[src/rtl/kfps2kb_send_queue.sv]
// kfps2kb_send_queue
//   Buffers host-to-device bytes for a PS/2 keyboard port and sends them one
//   at a time with the PS/2 host-to-device protocol:
//   inhibit -> request-to-send -> 10 device-clocked bits -> ACK -> line high.
//
// Parameters
//   INHIBIT_WAIT  peripheral_clock ticks spent in each of INHIBIT and REQUEST
//   TIMEOUT_WAIT  ticks allowed in SHIFT / WAIT_ACK / WAIT_HIGH before abort
//   DEPTH_LOG2    queue depth is 2**DEPTH_LOG2 bytes (1..6)
//
// Ports
//   clock, reset             system clock, async active-high reset
//   peripheral_clock         slow timebase, each synchronised rising edge = 1 tick
//   device_clock/device_data PS/2 lines as seen on the wire
//   device_clock_out/_data_out  registered open-drain controls (0 = pull low)
//   send_request, send_data  rising edge of send_request enqueues send_data
//   queue_full, queue_empty  queue status
//   sending_data_flag        high whenever a frame is in progress
//   send_done, send_error, overflow  single-cycle status pulses
//   debug_state              current FSM state
//   debug_ack_missing        device_data level captured at the ACK clock edge
//
// Build option
//   KFPS2KB_ACK_CHECK_EN     when defined, a missing ACK ends the frame with
//                            send_error instead of send_done.
//
// Handshake: send_request is edge-triggered, one byte per rising edge; a
// byte offered while the queue is full is dropped and overflow pulses.

module kfps2kb_send_queue #(
    parameter logic [15:0] INHIBIT_WAIT = 16'd240,
    parameter logic [15:0] TIMEOUT_WAIT = 16'd3000,
    parameter int          DEPTH_LOG2   = 2
) (
    input  logic       clock,
    input  logic       reset,
    input  logic       peripheral_clock,
    input  logic       device_clock,
    input  logic       device_data,
    output logic       device_clock_out,
    output logic       device_data_out,
    input  logic       send_request,
    input  logic [7:0] send_data,
    output logic       queue_full,
    output logic       queue_empty,
    output logic       sending_data_flag,
    output logic       send_done,
    output logic       send_error,
    output logic       overflow,
    output logic [2:0] debug_state,
    output logic       debug_ack_missing
);

    typedef enum logic [2:0] {
        IDLE      = 3'd0,
        INHIBIT   = 3'd1,
        REQUEST   = 3'd2,
        SHIFT     = 3'd3,
        WAIT_ACK  = 3'd4,
        WAIT_HIGH = 3'd5
    } state_t;

    localparam int                    DEPTH       = 1 << DEPTH_LOG2;
    localparam logic [DEPTH_LOG2:0]   DEPTH_COUNT = DEPTH;
    localparam logic [DEPTH_LOG2:0]   COUNT_ONE   = 1;
    localparam logic [DEPTH_LOG2-1:0] PTR_ONE     = 1;

    // Queue storage and bookkeeping
    logic [7:0]            queue_mem [DEPTH];
    logic [DEPTH_LOG2-1:0] wr_ptr, rd_ptr;
    logic [DEPTH_LOG2:0]   count;
    logic [7:0]            head_byte;
    logic                  load_pending;
    logic                  prev_send_request;
    logic                  trigger, push, pop;

    // Timebase and line edge detection
    logic [2:0] peripheral_sync;
    logic       tick;
    logic       prev_device_clock;
    logic       clock_fall, clock_rise;

    // Frame FSM
    state_t      state, state_next;
    logic [15:0] state_counter;
    logic [3:0]  bit_count, bit_count_next;
    logic [9:0]  shift_register, shift_next;
    logic        ack_missing, ack_missing_next;
    logic        done_next, error_next, timed_out;
    logic        clock_out_next, data_out_next;

    assign trigger = send_request & ~prev_send_request;
    assign push    = trigger & ~queue_full;
    // A pop only starts when no byte is already waiting to be loaded.
    assign pop     = (state == IDLE) & ~load_pending & ~queue_empty;

    assign queue_full        = (count == DEPTH_COUNT);
    assign queue_empty       = (count == '0);
    assign sending_data_flag = (state != IDLE);
    assign debug_state       = state;
    assign debug_ack_missing = ack_missing;

    // Stages 0-1 synchronise peripheral_clock; stage 2 is the edge history.
    assign tick = peripheral_sync[1] & ~peripheral_sync[2];

    // device_clock is used directly: the wire is slow compared with clock,
    // and a single registered copy gives the edge history.
    assign clock_fall =  prev_device_clock & ~device_clock;
    assign clock_rise = ~prev_device_clock &  device_clock;

    assign timed_out = (state_counter >= TIMEOUT_WAIT);

    always_ff @(posedge clock) begin
        if (push) queue_mem[wr_ptr] <= send_data;
    end

    always_comb begin
        state_next       = state;
        shift_next       = shift_register;
        bit_count_next   = bit_count;
        ack_missing_next = ack_missing;
        done_next        = 1'b0;
        error_next       = 1'b0;

        case (state)
            IDLE: begin
                if (load_pending) begin
                    // start bit in bit 0, odd parity on top
                    shift_next     = {~^head_byte, head_byte, 1'b0};
                    bit_count_next = 4'd0;
                    state_next     = INHIBIT;
                end
            end
            INHIBIT: begin
                if (state_counter >= INHIBIT_WAIT) state_next = REQUEST;
            end
            REQUEST: begin
                if (state_counter >= INHIBIT_WAIT) state_next = SHIFT;
            end
            SHIFT: begin
                if (timed_out) begin
                    error_next = 1'b1;
                    state_next = IDLE;
                end else if (clock_fall) begin
                    // ones shifted in leave the stop bit on the line
                    shift_next     = {1'b1, shift_register[9:1]};
                    bit_count_next = bit_count + 4'd1;
                    if (bit_count == 4'd9) state_next = WAIT_ACK;
                end
            end
            WAIT_ACK: begin
                if (timed_out) begin
                    error_next = 1'b1;
                    state_next = IDLE;
                end else if (clock_fall) begin
                    ack_missing_next = device_data;
                    state_next       = WAIT_HIGH;
                end
            end
            WAIT_HIGH: begin
                if (timed_out) begin
                    error_next = 1'b1;
                    state_next = IDLE;
                end else if (clock_rise) begin
`ifdef KFPS2KB_ACK_CHECK_EN
                    error_next = ack_missing;
                    done_next  = ~ack_missing;
`else
                    done_next  = 1'b1;
`endif
                    state_next = IDLE;
                end
            end
            default: state_next = IDLE;
        endcase

        // Line drive follows the state being entered so the registered
        // outputs line up with the registered state.
        clock_out_next = 1'b1;
        data_out_next  = 1'b1;
        case (state_next)
            INHIBIT: clock_out_next = 1'b0;
            REQUEST: begin
                clock_out_next = 1'b0;
                data_out_next  = 1'b0;
            end
            SHIFT:   data_out_next = shift_next[0];
            default: ;
        endcase
    end

    always_ff @(posedge clock or posedge reset) begin
        if (reset) begin
            state             <= IDLE;
            state_counter     <= '0;
            bit_count         <= '0;
            shift_register    <= '1;
            ack_missing       <= 1'b0;
            wr_ptr            <= '0;
            rd_ptr            <= '0;
            count             <= '0;
            head_byte         <= '0;
            load_pending      <= 1'b0;
            // Held high so a request level present across reset is not
            // mistaken for a fresh rising edge.
            prev_send_request <= 1'b1;
            peripheral_sync   <= '0;
            prev_device_clock <= 1'b0;
            device_clock_out  <= 1'b1;
            device_data_out   <= 1'b1;
            send_done         <= 1'b0;
            send_error        <= 1'b0;
            overflow          <= 1'b0;
        end else begin
            prev_send_request <= send_request;
            peripheral_sync   <= {peripheral_sync[1:0], peripheral_clock};
            prev_device_clock <= device_clock;

            if (push) wr_ptr <= wr_ptr + PTR_ONE;
            if (pop) begin
                rd_ptr    <= rd_ptr + PTR_ONE;
                head_byte <= queue_mem[rd_ptr];
            end
            load_pending <= pop;
            case ({push, pop})
                2'b10:   count <= count + COUNT_ONE;
                2'b01:   count <= count - COUNT_ONE;
                default: count <= count;
            endcase
            overflow <= trigger & queue_full;

            state          <= state_next;
            shift_register <= shift_next;
            bit_count      <= bit_count_next;
            ack_missing    <= ack_missing_next;
            if (state_next != state)
                state_counter <= '0;
            else if (tick)
                state_counter <= state_counter + 16'd1;

            device_clock_out <= clock_out_next;
            device_data_out  <= data_out_next;
            send_done        <= done_next;
            send_error       <= error_next;
        end
    end

endmodule

[config.mk]
export PLATFORM = sky130hd
export DESIGN_NAME = kfps2kb_send_queue
export DESIGN_NICKNAME = d
export VERILOG_FILES = /design/src/rtl/kfps2kb_send_queue.sv
export SDC_FILE = /design/constraint.sdc
export NUM_CORES = 1
export LEC_CHECK = 0
export ABC_CLOCK_PERIOD_IN_PS = 2900
export CAP_MARGIN = 20
export CORE_AREA = 2 2 113 115
export DETAILED_ROUTE_END_ITERATION = 10
export DIE_AREA = 0 0 115 117
export DONT_BUFFER_PORTS = 1
export SLEW_MARGIN = 20
export SYNTH_ARGS = -nofsm -noshare
export SYNTH_HDL_FRONTEND = slang
export SYNTH_SLANG_ARGS = --single-unit
[constraint.sdc]
create_clock -name clock -period 2.9 [get_ports clock]
set_clock_uncertainty 0.1 [all_clocks]
set_input_delay 0.29 -clock clock [delete_from_list [all_inputs] [get_ports clock]]
set_output_delay 0.29 -clock clock [all_outputs]
set_load 0.03 [all_outputs]
==> metrics.cfg <==
[die]
num_rows = 41
ios = 26
die-width_um = 115
coreArea_um2 = 12300
die_y_um = 117
dieArea_um2 = 13500
start_util_pct = 33.9

[sta]
holdWs_ns = 0.0161
finalSetupTns_ns = 0
tightest_slew_ns = 0.857
grt_setup_unrepaired = false
slew_headroom_pct = 42.8
max_clock_freq_mhz = 425
fin_crit_ns = 2.35
setup_viol = 0
hold_viol_final = 0
min_period_over_period_pct = 81.1
maxSlewViolCount = 0

[critical_path]
worst_r2r_path_depth = 8
cp_max_fo = 4
cp.required_ns = 3.07
r2r-start = debug_state[1]
critPathLaunchType = flop
path_class = reg -> reg
cp-startpoint = debug_state[1]
crit_arrival_ns = 2.52
end_kind = flop
worstReg2RegEnd = count[2]
rrSetupSlack_ns = 0.55

[routing]
remaining_drc_errors = 0
ant_nets = 0
via_per_inst = 4.87
routed-via-count = 2453
drtIter0Drc = 103
dr.pass1.iters = 4
drt_wl_total_mm = 7.21
routedWlPerCell_um = 14.3

[yosys]
ys_seq_elements = 92
ys_seq_area_share_pct = 59.3
yosysWarnings = 0
yosysTopAreaCellShare_pct = 28.2
netlist_area_um2 = 4180
syn_nets = 347
synth_flop_cell = dfrtp_1
synth_area_per_cell_um2 = 12.9
synth_area_leaders = dfrtp_1 28%, edfxtp_1 23%, dfstp_2 8.2%, mux4_2 4.3%, xor2_1 3.6%
synth_area_leader_cell = dfrtp_1
synth_edf_count = 32
synth_cell_types = 55
syn_inst = 323
async_reset_ff_share_pct = 65.2

[min_path]
hold_start = send_request
hold-path-endpoint = overflow
hold_path_class = in -> reg
hold_depth = 1

[cts]
cts_max_level = 3
cts_root_buffer = clkbuf_16
numCtsBuffers = 9
insertion_delay_ns = 0.35
cts_tree = yes
clockBufferDepth = 2
post_cts_resize_count = 0
cts_sinks = 92
path_clk_slew_ns = 0.07

[cells_and_area]
final_cell_mix = 47 x dfrtp_1, 34 x nand2_1, 32 x edfxtp_1
areaGrowthSynthToFinish_pct = 15.2
fin_nets = 373
num_antenna_cells = 0
fin_cells = 504
post-route-util_pct = 39.1
final_common_cell = dfrtp_1
drive_gt1_share_pct = 21.5

[placed_design]
dpl.cell_count = 475
routabilityCongestion = 0.809
hpwl_mm = 4.84
io_buffers = 0

[grt]
grt_pass1_vias = 2533
antenna_found_initial = 0
grt_pass1_wl_mm = 12.3
track_usage_pct = 12.1
overflow = 0
grt_max_degree = 52

[power]
power_density_nw_per_um2 = 802
power_uw = 3860
leakage_uw = 0.00193
power.ir.vdd_worst_mv = 0.418

[flow_run]
maxCapViolCount = 0

[run_status]
outcome = finished clean

layer usage:
layer	GRT usage, %	wire length (um)	up-vias	share of wire, %
met2	19.3	3440	49	48
met4	5.54	132	0	1.8
met3	4.02	297	11	4.1
met1	14.9	3340	1206	46
met5	0	0	-	0
li1	-	-	1187	-
synth_stat cells, types with 2 or more instances:
| cell type | instances |
|---|---|
| clkbuf_1 | 3 |
| xor2_1 | 17 |
| nand3_1 | 8 |
| mux4_2 | 8 |
| xnor2_1 | 14 |
| ha_1 | 9 |
| a21oi_1 | 6 |
| a22oi_1 | 8 |
| a31oi_1 | 2 |
| or3_1 | 2 |
| and2_1 | 4 |
| inv_1 | 14 |
| clkbuf_8 | 2 |
| nand4_1 | 5 |
| nand2_1 | 34 |
| edfxtp_1 | 32 |
| mux2_2 | 10 |
| nand3b_1 | 2 |
| buf_2 | 3 |
| nor4_4 | 3 |
| nand2b_1 | 2 |
| nor3_1 | 6 |
| nor2_1 | 30 |
| nor2b_1 | 2 |
| and3_1 | 3 |
| o21bai_1 | 2 |
| o21ai_0 | 6 |
| dfrtp_1 | 47 |
| dfstp_2 | 13 |
worst max-delay path: stages (launching register included):
cell and delay, ns:
dfrtp_1 0.38, or3_4 0.48, nor3_2 0.23, ha_1 0.21, inv_1 0.06, fa_1 0.38, xor2_1 0.16, nor2_1 0.13
xor2_1 0.16
timing repair:
action                     4_1_cts  5_1_grt
setup endpoints to repair        0        0
hold endpoints to repair        37       39
hold buffers                    12        1
buffers inserted                 0        0
how the worst max path moves through the flow:
stage / to / slack (ns) / depth (start not counted)
6_report: count[2] / 0.55 / 8
5_1_grt: count[2] / 0.39 / 12
4_1_cts: count[2] / 0.52 / 12
3_5_place_dp: count[2] / 0.55 / 12
3_3_place_gp: count[2] / 0.62 / 8
2_1_floorplan: count[2] / 0.09 / 10
stage by stage:
stage          area [um^2]  setup WS (ns)
3_3_place_gp          4400          0.617
4_1_cts               4800          0.523
3_5_place_dp          4400          0.554
5_1_grt               4810          0.389
2_1_floorplan         4180         0.0878
6_report              4810          0.549
power breakdown:
| part | switching, uW | leakage [uW] | total (uW) | internal, uW |
|---|---|---|---|---|
| logic | 394 | 0.000761 | 839 | 445 |
| registers | 245 | 0.00103 | 1900 | 1650 |
| clock network | 523 | 0.000136 | 1120 | 598 |
| total | 1160 | 0.00193 | 3860 | 2700 |
cell families (layout without fill, tap and decap cells):
kind of cell,Yosys count,after routing,synth area share [%]
simple gates,112,112,14.2
flops,92,92,59.3
compound gates,36,36,6.89
xor+xnor,31,31,6.50
buf+inv,24,55,2.91
mux,18,18,7.01
fa+ha+maj,10,10,3.18
flip-flops by register name, summed over array words and instances, names as in the netlist, 3 cells and up:
signal and cells:
debug_state 3, state_counter 16, queue_mem 32, shift_register 10, count 3, peripheral_sync 3, bit_count 4, head_byte 8
final cells by class:
| cell class | count | area (um^2) |
|---|---|---|
| repair buffers | 25 | 220 |
| fillers | 1153 | 7500 |
| well taps | 150 | 188 |
| clock inverters | 6 | 53.8 |
| multi-input cells | 207 | 1590 |
| inverters | 14 | 53.8 |
| clock buffers | 10 | 229 |
| flip-flops and latches | 92 | 2480 |
(Power assumes the default switching activity.)
